### config.mk
export PLATFORM = sky130hd
export DESIGN_NAME = nibble_serial_add_ctrl_flat
export DESIGN_NICKNAME = d
export VERILOG_FILES = /design/src/rtl/nibble_serial_add_ctrl_pkg.sv /design/src/rtl/nibble_serial_add_ctrl_if.sv /design/src/rtl/nibble_serial_add_ctrl_slice.sv /design/src/rtl/nibble_serial_add_ctrl.sv /design/src/flat_wrapper.sv
export SDC_FILE = /design/constraint.sdc
export NUM_CORES = 1
export LEC_CHECK = 0
export BUFFER_PORTS_ARGS = -buffer_cell sky130_fd_sc_hd__clkbuf_2
export CAP_MARGIN = 20
export CORE_MARGIN = 5
export CORE_UTILIZATION = 50
export DETAILED_ROUTE_END_ITERATION = 7
export PLACE_DENSITY = 0.87
export SKIP_CTS_REPAIR_TIMING = 1
export SKIP_LAST_GASP = 1
export SYNTH_ARGS = -nofsm -noshare
export SYNTH_HDL_FRONTEND = slang
export SYNTH_SLANG_ARGS = --single-unit
### constraint.sdc
create_clock -name clk -period 2.9 [get_ports clk]
set_clock_uncertainty 0.1 [all_clocks]
set_input_delay 0.435 -clock clk [delete_from_list [all_inputs] [get_ports clk]]
set_output_delay 0.435 -clock clk [all_outputs]
set_load 0.02 [all_outputs]
### src/rtl/nibble_serial_add_ctrl_pkg.sv
// nibble_add_pkg: shared definitions for the nibble-serial adder controller.
//   NIBBLE_W    - width of the shared adder slice (4 bits)
//   state_t     - controller FSM encoding (IDLE, RUN, DONE)
//   nibbles_of  - number of slice passes needed for a given operand width
package nibble_add_pkg;

  localparam int NIBBLE_W = 4;

  typedef enum logic [1:0] {
    IDLE = 2'd0,
    RUN  = 2'd1,
    DONE = 2'd2
  } state_t;

  function automatic int nibbles_of(input int width);
    return width / NIBBLE_W;
  endfunction

endpackage

### src/rtl/nibble_serial_add_ctrl_if.sv
// nibble_serial_add_ctrl_if: operand/result bus of the nibble-serial adder.
//   Handshake rule (both sides): a transfer happens on a rising clk edge where
//   valid && ready are both high. The sender holds its payload stable while
//   valid is high and not yet accepted; ready may change freely.
//   master : requester/consumer side (drives in_valid, a, b, cin, out_ready)
//   slave  : controller side (drives in_ready, out_valid, sum, cout, busy,
//            state_dbg)
//   Optional macro SERIAL_ADD_SUBTRACT_EN adds sub (master->slave) and
//   ovf (slave->master).
interface nibble_serial_add_ctrl_if
  import nibble_add_pkg::*;
#(
  parameter int WIDTH = 16
);
  logic             in_valid;
  logic             in_ready;
  logic [WIDTH-1:0] a;
  logic [WIDTH-1:0] b;
  logic             cin;
  logic             out_valid;
  logic             out_ready;
  logic [WIDTH-1:0] sum;
  logic             cout;
  logic             busy;
  state_t           state_dbg;
`ifdef SERIAL_ADD_SUBTRACT_EN
  logic             sub;
  logic             ovf;
`endif

  modport master (
    output in_valid, a, b, cin, out_ready,
`ifdef SERIAL_ADD_SUBTRACT_EN
    output sub,
    input  ovf,
`endif
    input  in_ready, out_valid, sum, cout, busy, state_dbg
  );

  modport slave (
    input  in_valid, a, b, cin, out_ready,
`ifdef SERIAL_ADD_SUBTRACT_EN
    input  sub,
    output ovf,
`endif
    output in_ready, out_valid, sum, cout, busy, state_dbg
  );

endinterface

### src/rtl/nibble_serial_add_ctrl_slice.sv
// nibble_add_slice: purely combinational 4-bit ripple-carry adder slice.
//   a4, b4 : nibble operands
//   ci     : carry in
//   s4     : nibble sum
//   co     : carry out of bit 3
module nibble_add_slice
  import nibble_add_pkg::*;
(
  input  logic [NIBBLE_W-1:0] a4,
  input  logic [NIBBLE_W-1:0] b4,
  input  logic                ci,
  output logic [NIBBLE_W-1:0] s4,
  output logic                co
);

  logic [NIBBLE_W:0] c;

  always_comb begin
    c    = '0;
    s4   = '0;
    c[0] = ci;
    for (int i = 0; i < NIBBLE_W; i++) begin
      s4[i]   = a4[i] ^ b4[i] ^ c[i];
      c[i+1]  = (a4[i] & b4[i]) | (c[i] & (a4[i] ^ b4[i]));
    end
    co = c[NIBBLE_W];
  end

endmodule

### src/rtl/nibble_serial_add_ctrl.sv
// nibble_serial_add_ctrl: adds WIDTH-bit operands through one shared 4-bit
// slice, one nibble per clock, LSB nibble first, carry held in a register.
//   clk   : rising-edge clock
//   rst_n : asynchronous active-low reset
//   bus   : nibble_serial_add_ctrl_if.slave (operand/result handshakes,
//           busy flag, state_dbg exposing the FSM state)
// Optional macro SERIAL_ADD_SUBTRACT_EN: adds bus.sub (subtract a-b) and
// bus.ovf (two's-complement overflow of the result).
// Timing: accept edge, then NIBBLES RUN edges; out_valid is high after the
// last RUN edge and held until out_ready; new operands only in IDLE.
module nibble_serial_add_ctrl
  import nibble_add_pkg::*;
#(
  parameter int WIDTH = 16
)(
  input  logic                     clk,
  input  logic                     rst_n,
  nibble_serial_add_ctrl_if.slave  bus
);

  localparam int NIBBLES = nibbles_of(WIDTH);
  localparam int IDX_W   = (NIBBLES > 1) ? $clog2(NIBBLES) : 1;

  if (WIDTH < NIBBLE_W || (WIDTH % NIBBLE_W) != 0) begin : g_bad_width
    $error("nibble_serial_add_ctrl: WIDTH must be a multiple of 4 and >= 4");
  end

  state_t           state_q, state_d;
  logic [IDX_W-1:0] idx_q, idx_d;
  logic             carry_q, carry_d;
  logic [WIDTH-1:0] a_sh_q, a_sh_d;
  logic [WIDTH-1:0] b_sh_q, b_sh_d;
  logic [WIDTH-1:0] sum_q, sum_d;
  logic             cout_q, cout_d;
  logic             out_valid_q, out_valid_d;
  logic             in_ready_q, in_ready_d;
  logic             busy_q, busy_d;
  logic             ovf_q, ovf_d;

  logic [NIBBLE_W-1:0] slice_s;
  logic                slice_co;

  nibble_add_slice u_slice (
    .a4 (a_sh_q[NIBBLE_W-1:0]),
    .b4 (b_sh_q[NIBBLE_W-1:0]),
    .ci (carry_q),
    .s4 (slice_s),
    .co (slice_co)
  );

  // Subtraction is a + ~b + 1: invert b at latch and force the carry in.
  logic [WIDTH-1:0] b_eff;
  logic             carry_init;
`ifdef SERIAL_ADD_SUBTRACT_EN
  assign b_eff      = bus.sub ? ~bus.b : bus.b;
  assign carry_init = bus.sub ? 1'b1 : bus.cin;
`else
  assign b_eff      = bus.b;
  assign carry_init = bus.cin;
`endif

  always_comb begin
    state_d     = state_q;
    idx_d       = idx_q;
    carry_d     = carry_q;
    a_sh_d      = a_sh_q;
    b_sh_d      = b_sh_q;
    sum_d       = sum_q;
    cout_d      = cout_q;
    out_valid_d = out_valid_q;
    in_ready_d  = in_ready_q;
    busy_d      = busy_q;
    ovf_d       = ovf_q;
    case (state_q)
      IDLE: begin
        if (bus.in_valid && in_ready_q) begin
          a_sh_d     = bus.a;
          b_sh_d     = b_eff;
          carry_d    = carry_init;
          idx_d      = '0;
          state_d    = RUN;
          in_ready_d = 1'b0;
          busy_d     = 1'b1;
        end
      end
      RUN: begin
        a_sh_d  = a_sh_q >> NIBBLE_W;
        b_sh_d  = b_sh_q >> NIBBLE_W;
        // Each nibble enters at the MSB end; after NIBBLES passes the
        // first nibble has reached bit 0.
        sum_d   = (sum_q >> NIBBLE_W) | (WIDTH'(slice_s) << (WIDTH - NIBBLE_W));
        carry_d = slice_co;
        idx_d   = idx_q + IDX_W'(1);
        if (idx_q == IDX_W'(NIBBLES - 1)) begin
          cout_d      = slice_co;
          // On the last pass the slice sees the top nibbles, so bit 3 of
          // its operands and result are the word sign bits.
          ovf_d       = (a_sh_q[NIBBLE_W-1] == b_sh_q[NIBBLE_W-1]) &&
                        (slice_s[NIBBLE_W-1] != a_sh_q[NIBBLE_W-1]);
          state_d     = DONE;
          out_valid_d = 1'b1;
        end
      end
      DONE: begin
        if (bus.out_ready) begin
          state_d     = IDLE;
          out_valid_d = 1'b0;
          busy_d      = 1'b0;
          in_ready_d  = 1'b1;
        end
      end
      default: begin
        state_d     = IDLE;
        out_valid_d = 1'b0;
        busy_d      = 1'b0;
        in_ready_d  = 1'b1;
      end
    endcase
  end

  always_ff @(posedge clk or negedge rst_n) begin
    if (!rst_n) begin
      state_q     <= IDLE;
      idx_q       <= '0;
      carry_q     <= 1'b0;
      a_sh_q      <= '0;
      b_sh_q      <= '0;
      sum_q       <= '0;
      cout_q      <= 1'b0;
      out_valid_q <= 1'b0;
      in_ready_q  <= 1'b1;
      busy_q      <= 1'b0;
      ovf_q       <= 1'b0;
    end else begin
      state_q     <= state_d;
      idx_q       <= idx_d;
      carry_q     <= carry_d;
      a_sh_q      <= a_sh_d;
      b_sh_q      <= b_sh_d;
      sum_q       <= sum_d;
      cout_q      <= cout_d;
      out_valid_q <= out_valid_d;
      in_ready_q  <= in_ready_d;
      busy_q      <= busy_d;
      ovf_q       <= ovf_d;
    end
  end

  assign bus.in_ready  = in_ready_q;
  assign bus.out_valid = out_valid_q;
  assign bus.sum       = sum_q;
  assign bus.cout      = cout_q;
  assign bus.busy      = busy_q;
  assign bus.state_dbg = state_q;
`ifdef SERIAL_ADD_SUBTRACT_EN
  assign bus.ovf       = ovf_q;
`else
  // ovf_q is only observable when subtraction support is built in.
  logic unused_ovf;
  assign unused_ovf = ovf_q;
`endif

endmodule
### src/flat_wrapper.sv
// flat-port wrapper written by rule: the top's interface ports become plain ports
module nibble_serial_add_ctrl_flat import nibble_add_pkg::*;
#(
  parameter int WIDTH = 16
)
  (clk, rst_n, bus_in_valid, bus_a, bus_b, bus_cin, bus_out_ready, bus_in_ready, bus_out_valid, bus_sum, bus_cout, bus_busy, bus_state_dbg);
  nibble_serial_add_ctrl_if #(.WIDTH(WIDTH)) bus_i ();
  input  logic clk;
  input  logic rst_n;
  input wire logic [$bits(bus_i.in_valid)-1:0] bus_in_valid;
  input wire logic [$bits(bus_i.a)-1:0] bus_a;
  input wire logic [$bits(bus_i.b)-1:0] bus_b;
  input wire logic [$bits(bus_i.cin)-1:0] bus_cin;
  input wire logic [$bits(bus_i.out_ready)-1:0] bus_out_ready;
  output wire logic [$bits(bus_i.in_ready)-1:0] bus_in_ready;
  output wire logic [$bits(bus_i.out_valid)-1:0] bus_out_valid;
  output wire logic [$bits(bus_i.sum)-1:0] bus_sum;
  output wire logic [$bits(bus_i.cout)-1:0] bus_cout;
  output wire logic [$bits(bus_i.busy)-1:0] bus_busy;
  output wire logic [$bits(bus_i.state_dbg)-1:0] bus_state_dbg;
  assign bus_i.in_valid = bus_in_valid;
  assign bus_i.a = bus_a;
  assign bus_i.b = bus_b;
  assign bus_i.cin = bus_cin;
  assign bus_i.out_ready = bus_out_ready;
  assign bus_in_ready = bus_i.in_ready;
  assign bus_out_valid = bus_i.out_valid;
  assign bus_sum = bus_i.sum;
  assign bus_cout = bus_i.cout;
  assign bus_busy = bus_i.busy;
  assign bus_state_dbg = bus_i.state_dbg;
  nibble_serial_add_ctrl #(.WIDTH(WIDTH)) u_core (.clk(clk), .rst_n(rst_n), .bus(bus_i));
endmodule
== Word-level counts from Yosys, hierarchy flattened ==
Cells that the tools add are included.
Word-level totals
  bits in registers: 57
  input port bits: 37
  output and inout port bits: 22
Cells by class
  $add $sub $neg: 1
  equal/unequal tests: 6
  muxes and demuxes: 20
  bitwise gates (word level): 23
  reduce and logical (&&, ||, !) cells: 8
Operator list (count)
  $pmux 16 s2: 2
  $mux 16: 2
  $or 12x16->16: 1
  $pmux 1 s3: 3
  $reduce_and 3->1: 3
  $and 1x1->1: 8
  $mux 2: 4
  $xor 1x1->1: 8
  $mux 1: 6
  $pmux 2 s3: 1
  $eq 2x2->1 const B: 2
  $ne 2x1->1 const B: 2
  $or 1x1->1: 4
  $pmux 2 s2: 1
  $reduce_and 2->1: 2
  $add 2x1->2 const B: 1
  $eq 2x1->1 const B: 1
  $logic_not 2->1: 1
  $ne 2x2->1 const B: 1
  $not 1->1: 2
  $pmux 1 s2: 1
  $reduce_bool 2->1: 1
  $logic_and 1x1->1: 1

== Longest topological paths before layout ==
Gate-level depths: netlist of the first run.
  depth after elaboration: 10
  depth in mapped cells: 9
  mapped depth without buffers: 9

== By module ==
A second synthesis of the first run with hierarchy kept.
Second synthesis, totals
  cells, all modules: 209
  area total of the unflattened synthesis: 2683.8 µm²
By module, submodules not included
  nibble_serial_add_ctrl: instances 1, cells each 195, area an instance 2566.2 µm²
  nibble_add_slice: instances 1, cells each 14, area an instance 117.6 µm²

== Worst setup path after synthesis of the first run ==
No wires, ideal clock.
  path kind: reg-to-reg
  start: reg u_core.b_sh_q[0]
  end: reg u_core.sum_q[15], in the netlist u_core.bus.sum[15]
  library setup time: 0.083 ns
  data arrival time: 1.976 ns
  data required time: 2.717 ns
  slack: 0.742 ns
  cell stages (with the launch flop): 9
  path buffers: 0
  cells stage by stage: dfrtp_1 fa_1 inv_1 fa_1 inv_1 fa_1 inv_1 fa_1 o21ai_0
Between the ends
  longest elaborated chain between the ends: 9
  elaborated cells between the ends (all ways): 10
  classes of those cells: 10 x bitwise
RTL lines
  start, declared: RTL line nibble_serial_add_ctrl.sv:32  | logic [WIDTH-1:0] b_sh_q, b_sh_d;
  start signal, assigned: RTL line nibble_serial_add_ctrl.sv:139  | b_sh_q <= b_sh_d;
  $xor 1x1->1: RTL line nibble_serial_add_ctrl_slice.sv:24  | c[i+1] = (a4[i] & b4[i]) | (c[i] & (a4[i] ^ b4[i]));
  $and 1x1->1: RTL line nibble_serial_add_ctrl_slice.sv:24
  $or 1x1->1 *: RTL line nibble_serial_add_ctrl_slice.sv:24
  $and 1x1->1 *: RTL line nibble_serial_add_ctrl_slice.sv:24
  $or 1x1->1 *: RTL line nibble_serial_add_ctrl_slice.sv:24
  $and 1x1->1 *: RTL line nibble_serial_add_ctrl_slice.sv:24
  $or 1x1->1 *: RTL line nibble_serial_add_ctrl_slice.sv:24
  $xor 1x1->1 *: RTL line nibble_serial_add_ctrl_slice.sv:23  | s4[i] = a4[i] ^ b4[i] ^ c[i];
  $or 12x16->16 *: RTL line nibble_serial_add_ctrl.sv:91  | sum_d = (sum_q >> NIBBLE_W) | (WIDTH'(slice_s) << (WIDTH - NIBBLE_W));
  end signal, assigned: RTL line nibble_serial_add_ctrl.sv:140  | sum_q <= sum_d;
  end, declared: RTL line nibble_serial_add_ctrl.sv:33  | logic [WIDTH-1:0] sum_q, sum_d;
Mark *: on every way between the ends. The rest lies on a longest branch, timed or not.
A chain may end at the register's enable or synchronous reset.

== Worst setup path in the final report of the first run ==
Same ends and word-level chain as after synthesis.

==> results.toml, run 1 <==
[yosys]
synth_top_cell_by_area = "dfrtp_1"
yosys.cell_types.count = 31
yosysWarnings = 0
syn_avg_cell_area_sq_um = 11.4
synth-seq-cells = 57
synth_nets = 264
synth_area_leaders = "dfrtp_1 55%, o221a_2 8.0%, nand2_1 7.9%, nand2b_2 3.5%, fa_1 3.2%"
synth.top_cell.area_share_pct = 55.4
syn_area_sq_mm = 0.00253
ys_seq_area_share_pct = 56.5
netlist_instances = 222

[pwr]
power_density_mw_per_mm2 = 1060
power.switching_w = 0.00116
switching_share_pct = 36.2
p_comb_share_pct = 35.4
p_leak_nw = 1.46
p_seq_share_pct = 43.5
peakVddDrop_v = 0.000533
p_clk_share_pct = 21.1
p_int_w = 0.00205

[detailed_routing]
finalWirelength_mm = 5.33
via_per_inst = 5.27
dr_total_vias = 1871
route.detailed.drc = 0
drt-pass1-iter-count = 4
drt_iter0_drc = 60
ant_nets = 0
post_drt_wl_per_cell_um = 15.0

[cts]
tritoncts = "done"
ctsRootBufferMaster = "clkbuf_8"
numClockSinks = 57
clk_path_buf_depth = 2
clock_latency_ns = 0.34
htreeDepth = 3
cts.clk_slew.worst_paths_ns = 0.06
cts_buffers = 9

[finish]
fin_util_pct = 63.0
nNetsFinal = 325
area_delta_synth_final_pct = 20.1
num-fill-cells = 397
drive_above_1_share_pct = 37.5
diodes = 0

[placed_design]
hpwlAfterDp_mm = 3.59
io_buffers = 58
globalplace.congestion = 0.760

[global_route]
grt_max_degree = 35
gr-usage-all-layers_pct = 18.3
grt_pass1_vias = 1802
grt_remaining_overflow = 0
grt_antenna_before_repair = 0
grt_pass1_wl_mm = 8.87

[floorplanning]
coreArea_sq_mm = 0.00482
die_area_sq_mm = 0.00658
initial_core_util_pct = 52.5
die_h_um = 81.1
io_pins = 59
std_cell_rows = 25
die_w_um = 81.1

[job]
drv_cap = 0

[timing]
finalSetupViolations = 0
timing.final.crit_period_ns = 2.28
fin_crit_sh_pct = 78.5
clock.fmax_ghz = 0.439
final-hold-violation-count = 0
rsz0062_at_grt = "no"
finalMaxSlewViolations = 0
worst_pin_slew_ns = 0.904
slew_headroom_pct = 39.6
finalSetupTns_ns = 0

[run_status]
status = "finished, final reports clean"

[worst_setup_path]
crit_type = "reg2reg"
critPathLaunch = "u_core.b_sh_q[0]"
critPathArrivalTime_ns = 2.43
reg2reg_depth = 8
start_kind = "register"
reg2reg_slack_ns = 0.62
cp_max_fo = 2
cp-end-kind = "register"
critPathCapture = "u_core.bus.sum[15]"
worstReg2RegStart = "u_core.b_sh_q[0]"
required_ns = 3.06
timing.rr.end = "u_core.bus.sum[15]"

[worst_hold_path]
hold_class = "in2async"
-- cell families after synthesis --
| kind of cell | after synthesis | share of synthesized area (%) |
|---|---|---|
| fa+ha+maj | 5 | 3.66 |
| buf+inv | 22 | 4.60 |
| flops | 57 | 56.5 |
| compound gates | 54 | 18.5 |
| simple gates | 84 | 16.8 |
-- power by group through the flow --
stage	clock (W)	combinational, W	sequential, W
after floorplan	0	0.000709	0.00148
after global placement	0	0.00109	0.00139
after detailed placement	0	0.00114	0.00140
after CTS	0.000687	0.00116	0.00139
after global routing	0.000732	0.00127	0.00144
final	0.000677	0.00113	0.00139
-- final cells by class --
cell class	count	area (sq um)	area share, %
Sequential cell	57	1430	47.0
Multi-Input combinational cell	143	983	32.4
Timing Repair Buffer	63	328	10.8
Clock buffer	16	180	5.93
Tap cell	67	83.8	2.76
Inverter	9	33.8	1.11
-- Yosys cell counts --
cell type and number:
dfrtp_1 56, nand2_1 53, o221a_2 18, nand2b_1 12
o21ai_0 12, nand2b_2 10, buf_2 9, inv_1 9
o221a_1 7, a22o_1 5, a21oi_1 4, fa_1 4
a22oi_1 3, nor2_1 3, a21oi_2 1, and3b_1 1
and4bb_4 1, buf_4 1, buf_6 1, buf_8 1
clkbuf_1 1, dfstp_2 1, ha_1 1, nand3b_1 1
nor2_2 1, nor2b_1 1, o21ai_1 1, o22a_1 1
o2bb2ai_1 1, o31ai_1 1, or2_2 1
-- cells in the final DEF (no fill, tap or decap), types with 5 or more instances in the layout --
cell,instances
buf_4,5
nand2_1,53
a22o_1,5
inv_1,9
dfrtp_1,56
nand2b_1,12
clkbuf_8,12
o221a_1,7
nand2b_2,10
clkbuf_2,58
o221a_2,18
o21ai_0,12
-- per-stage QoR --
stage               cells  hold WS (ns)  cell area (sq um)  setup slack [ns]  power [W]
global route          355         0.167               3040             0.428    0.00344
CTS                   355         0.115               3040             0.607    0.00323
floorplan             222        0.0394               2530             0.742    0.00219
detailed placement    339         0.373               2860             0.633    0.00254
global placement      339         0.356               2860             0.713    0.00248
finish                355        0.0949               3040             0.623    0.00320
-- how the worst min path moves through the flow --
stage / endpoint / slack (ns) / startpoint
global route: u_core.bus.sum[3] / 0.17 / rst_n
detailed placement: u_core.idx_q[0] / 0.37 / u_core.idx_q[0]
global placement: u_core.bus.sum[2] / 0.36 / u_core.bus.sum[2]
floorplan: u_core.a_sh_q[0] / 0.04 / rst_n
finish: u_core.bus.sum[3] / 0.09 / rst_n
CTS: u_core.bus.sum[3] / 0.12 / rst_n
-- registers in the layout (all words and copies together), names as in the netlist --
register              flops
u_core.a_sh_q            16
u_core.b_sh_q            16
u_core.bus.busy           1
u_core.bus.cout           1
u_core.bus.in_ready       1
u_core.bus.out_valid      1
u_core.bus.state_dbg      2
u_core.bus.sum           16
u_core.carry_q            1
u_core.idx_q              2
-- critical path, stage by stage (launching register included) --
cell	delay [ns]
dfrtp_1	0.41
fa_1	0.43
inv_1	0.07
fa_1	0.15
inv_1	0.05
fa_1	0.36
inv_1	0.08
fa_1	0.40
o21ai_0	0.16
-- routing by layer --
layer | part of all wire [%] | track usage [%] | up-vias | routed length, um
li1 | - | - | 895 | -
met1 | 46 | 24.7 | 904 | 2440
met2 | 47 | 26.6 | 66 | 2490
met3 | 6.3 | 5.21 | 6 | 334
met4 | 1.2 | 10.1 | 0 | 64
met5 | 0 | 0 | - | 0
No activity file was read; power rests on OpenSTA's default activity.
==> run 2, diff against run 1 <==
==> constraint.sdc (replaced) <==
create_clock -name clk -period 2.1 [get_ports clk]
set_clock_uncertainty 0.1 [all_clocks]
set_input_delay 0.315 -clock clk [delete_from_list [all_inputs] [get_ports clk]]
set_output_delay 0.315 -clock clk [all_outputs]
set_load 0.02 [all_outputs]
==> results.toml, run 2 (synthesis gave the netlist of run 1 again) <==
[finish]
final_cell_mix = "58 x clkbuf_2, 56 x dfrtp_1, 53 x nand2_1"
nNetsFinal = 330
diodes = 0
fin_util_pct = 65.7
drive_above_1_share_pct = 41.6
area_delta_synth_final_pct = 25.1
final_cells = 360
final_common_cell = "clkbuf_2"

[placed_design]
globalplace.congestion = 0.765
io_buffers = 58
hpwlAfterDp_mm = 3.74
pre_cts_ws_ns = -0.0485
placed_cells = 341

[floorplanning]
die_area_sq_mm = 0.00658
std_cell_rows = 25
die_h_um = 81.1
coreArea_sq_mm = 0.00482
initial_core_util_pct = 52.5
die_w_um = 81.1
io_pins = 59

[detailed_routing]
dr_total_vias = 1892
drt-pass1-iter-count = 4
finalWirelength_mm = 5.38
route.detailed.drc = 0
via_per_inst = 5.26
post_drt_wl_per_cell_um = 14.9
ant_nets = 0
drt_iter0_drc = 112

[job]
drv_cap = 0

[worst_setup_path]
start_kind = "register"
crit_type = "reg2reg"
crit_slowest_cell = "fa_2"
timing.rr.end = "u_core.bus.sum[15]"
critPathArrivalTime_ns = 2.34
cp_max_fo = 2
crit_buf_inv = 3
cp-end-kind = "register"
worstReg2RegStart = "u_core.carry_q"
required_ns = 2.26
reg2reg_slack_ns = -0.08
cpMostUsedCell = "fa_2"
cpPeakStageDelay_ns = 0.42
reg2reg_depth = 8
cp_cell_sequence = "fa_2 > inv_2 > fa_2 > inv_2 > fa_2 > inv_2 > fa_2 > o21ai_1"
crit_family = "adder cells"

[cts]
cts.clk_slew.worst_paths_ns = 0.06
clock_latency_ns = 0.33
htreeDepth = 3
numClockSinks = 57
tritoncts = "done"
cts_buffers = 9
clk_path_buf_depth = 2
ctsRootBufferMaster = "clkbuf_8"

[global_route]
grt_antenna_before_repair = 0
grt_pass1_vias = 1877
grt_pass1_wl_mm = 8.98
grt_remaining_overflow = 0
grt_max_degree = 45
gr-usage-all-layers_pct = 18.3

[pwr]
p_seq_share_pct = 40.0
power.switching_w = 0.00164
p_leak_nw = 1.51
peakVddDrop_v = 0.000803
power_density_mw_per_mm2 = 1520
p_comb_share_pct = 34.1
p_clk_share_pct = 25.9
switching_share_pct = 34.2
p_int_w = 0.00316

[timing]
finalSetupTns_ns = -0.0809
final-hold-violation-count = 0
finalSetupViolations = 1
worst_pin_slew_ns = 0.914
layout_setup_ws_ns = -0.0809
finalMaxSlewViolations = 0
clock.fmax_ghz = 0.459
fin_crit_sh_pct = 104
rsz0062_at_grt = "yes"
timing.final.crit_period_ns = 2.18
slew_headroom_pct = 39.0

[worst_hold_path]
min_from = "bus_out_ready"
hold_depth = 2
hold_class = "in2reg"
whs_endpoint = "u_core.bus.state_dbg[1]"

[run_status]
status = "complete, but fails checks"
violations = "setup timing"
## run 2: cell types whose count changed in the layout (fill, tap and decap cells not counted), sizes merged
cell,previous run,this run
buf,5,9
bufinv,0,3
clkbuf,74,69
clkinv,0,1
clkinvlp,0,1
dlygate4sd3,0,1
## run 2: power by group through the flow
stage	logic, W	registers, W	clock network (W)
4_1_cts	0.00162	0.00192	0.00127
3_5_place_dp	0.00161	0.00193	0
2_1_floorplan	0.000985	0.00205	0
6_report	0.00164	0.00192	0.00124
5_1_grt	0.00186	0.00197	0.00132
3_3_place_gp	0.00154	0.00190	0
## run 2: area by class of cell
cell class	instances	area (sq um)
Fill cell	407	1650
Timing Repair Buffer	68	380
Inverter	9	33.8
Multi-Input combinational cell	143	993
Sequential cell	57	1430
Tap cell	67	83.8
Clock buffer	11	141
Clock inverter	5	103
## run 2: how the worst max path moves through the flow
stage	slack [ns]	cells after the start	to	from
after floorplan	0.01	8	u_core.bus.sum[15]	u_core.b_sh_q[0]
after global placement	-0.01	8	u_core.bus.sum[15]	u_core.b_sh_q[0]
after detailed placement	-0.05	8	u_core.bus.sum[15]	u_core.b_sh_q[0]
after CTS	-0.06	8	u_core.bus.sum[15]	u_core.b_sh_q[0]
after global routing	-0.19	8	u_core.bus.sum[15]	u_core.carry_q
final	-0.08	8	u_core.bus.sum[15]	u_core.carry_q
## run 2: worst reg2reg max path, stage by stage (launching register included)
cell and delay [ns]:
dfrtp_1 0.41, fa_2 0.39, inv_2 0.07, fa_2 0.19, inv_2 0.04, fa_2 0.32
inv_2 0.06, fa_2 0.42, o21ai_1 0.11
## run 2: layer usage
| metal | vias to the layer above | routed length, um | GRT usage [%] |
|---|---|---|---|
| li1 | 909 | - | - |
| met1 | 900 | 2350 | 24.7 |
| met2 | 76 | 2510 | 26.9 |
| met3 | 7 | 445 | 6.32 |
| met4 | 0 | 74 | 7.43 |
| met5 | - | 0 | 0 |
## run 2: stage by stage
| stage | power, W | hold WS [ns] | cell area (sq um) |
|---|---|---|---|
| after CTS | 0.00481 | -0.184 | 3130 |
| after floorplan | 0.00303 | -0.0806 | 2530 |
| after global routing | 0.00514 | 0.0872 | 3160 |
| final | 0.00480 | 0.102 | 3160 |
| after global placement | 0.00345 | 0.176 | 2890 |
| after detailed placement | 0.00354 | 0.180 | 2890 |
==> run 3, diff against run 2 <==
==> constraint.sdc (replaced) <==
create_clock -name clk -period 2.6 [get_ports clk]
set_clock_uncertainty 0.1 [all_clocks]
set_input_delay 0.39 -clock clk [delete_from_list [all_inputs] [get_ports clk]]
set_output_delay 0.39 -clock clk [all_outputs]
set_load 0.02 [all_outputs]
==> results.toml, run 3 (synthesis gave the netlist of run 1 again) <==
[run_status]
status = "complete, but fails checks"
violations = "hold timing"

[global_route]
grt_pass1_wl_mm = 9.03
gr-usage-all-layers_pct = 18.7
grt_max_degree = 33
grt_antenna_before_repair = 0
grt_pass1_vias = 1874
grt_remaining_overflow = 0

[floorplanning]
io_pins = 59
die_w_um = 81.1
die_h_um = 81.1
die_area_sq_mm = 0.00658
std_cell_rows = 25
initial_core_util_pct = 52.5
coreArea_sq_mm = 0.00482

[worst_setup_path]
cpPeakStageDelay_ns = 0.42
critPathArrivalTime_ns = 2.44
cpMostUsedCell = "fa_1"
start_kind = "register"
cp_cell_sequence = "fa_1 > inv_1 > fa_1 > inv_1 > fa_1 > inv_1 > fa_1 > o21ai_0"
crit_type = "reg2reg"
required_ns = 2.76
cp_max_fo = 2
crit_slowest_cell = "fa_1"
cp-end-kind = "register"

[placed_design]
io_buffers = 58
globalplace.congestion = 0.746
pre_cts_ws_ns = 0.298
hpwlAfterDp_mm = 3.81

[detailed_routing]
drt-pass1-iter-count = 5
route.detailed.drc = 0
dr_total_vias = 1886
via_per_inst = 5.31
ant_nets = 0
finalWirelength_mm = 5.39
post_drt_wl_per_cell_um = 15.2
drt_iter0_drc = 91

[timing]
rsz0062_at_grt = "no"
worst_pin_slew_ns = 0.678
finalMaxSlewViolations = 0
timing.final.crit_period_ns = 2.29
finalSetupTns_ns = 0
final-hold-violation-count = 25
clock.fmax_ghz = 0.437
fin_crit_sh_pct = 88.1
hold-worst-slack_ns = -0.0139
finalSetupViolations = 0
slew_headroom_pct = 54.8
layout_setup_ws_ns = 0.310

[finish]
final_cell_mix = "58 x clkbuf_2, 56 x dfrtp_1, 53 x nand2_1"
fin_util_pct = 63.5
final_common_cell = "clkbuf_2"
area_delta_synth_final_pct = 20.9
diodes = 0
drive_above_1_share_pct = 38.9
nNetsFinal = 326

[cts]
cts.clk_slew.worst_paths_ns = 0.06
cts_buffers = 9
clock_latency_ns = 0.33
ctsRootBufferMaster = "clkbuf_8"
clk_path_buf_depth = 2
numClockSinks = 57
htreeDepth = 3
tritoncts = "done"

[worst_hold_path]
hold_class = "in2async"

[pwr]
p_leak_nw = 1.48
power_density_mw_per_mm2 = 1170
peakVddDrop_v = 0.000641

[job]
drv_cap = 0
[run 3: metal layers]
metal / track usage [%] / share of wire (%) / up-vias
met1: 23.8 / 44 / 905
met4: 11.7 / 1.2 / 0
li1: - / - / 900
met3: 4.77 / 7.3 / 9
met5: 0 / 0 / -
met2: 28.7 / 48 / 72
[run 3: final timing paths]
kind,startpoint,endpoint,slack [ns],cells past startpoint
worst max-delay path,u_core.b_sh_q[0],u_core.bus.sum[15],0.31,8
max in group asynchronous,rst_n,u_core.bus.in_ready,1.75,2
worst min-delay path,rst_n,u_core.bus.sum[3],-0.01,1
worst min register to register,u_core.bus.sum[1],u_core.bus.sum[1],0.38,2
min in group clk,bus_b[13],u_core.b_sh_q[13],0.17,2
worst max register to register,u_core.b_sh_q[0],u_core.bus.sum[15],0.31,8
[run 3: final cells by class]
| type | count | area (sq um) |
|---|---|---|
| Multi-Input combinational cell | 143 | 983 |
| Clock inverter | 3 | 15.0 |
| Fill cell | 416 | 1760 |
| Clock buffer | 12 | 165 |
| Timing Repair Buffer | 64 | 348 |
| Sequential cell | 57 | 1430 |
| Inverter | 9 | 33.8 |
| Tap cell | 67 | 83.8 |
[run 3: through the flow]
stage | power, W | hold WS, ns | cell area [sq um] | cells
final | 0.00358 | -0.0139 | 3060 | 355
after global routing | 0.00383 | 0.0196 | 3060 | 355
after CTS | 0.00362 | -0.0102 | 3060 | 355
after detailed placement | 0.00285 | 0.355 | 2880 | 340
after global placement | 0.00278 | 0.347 | 2880 | 340
after floorplan | 0.00244 | -0.00559 | 2530 | 222
[run 3: where the power goes]
part | internal, W | switching [W]
clock | 0.000413 | 0.000334
combinational | 0.000587 | 0.000693
sequential | 0.00128 | 0.000274
total | 0.00228 | 0.00130
[run 3: critical path, delay by kind of cell (launching register included)]
family                     cells  cell delay (ns)
adders and majority gates      4             1.33
buffers and inverters          3             0.21
DFF                            1             0.40
AOI/OAI and AO/OA              1             0.16
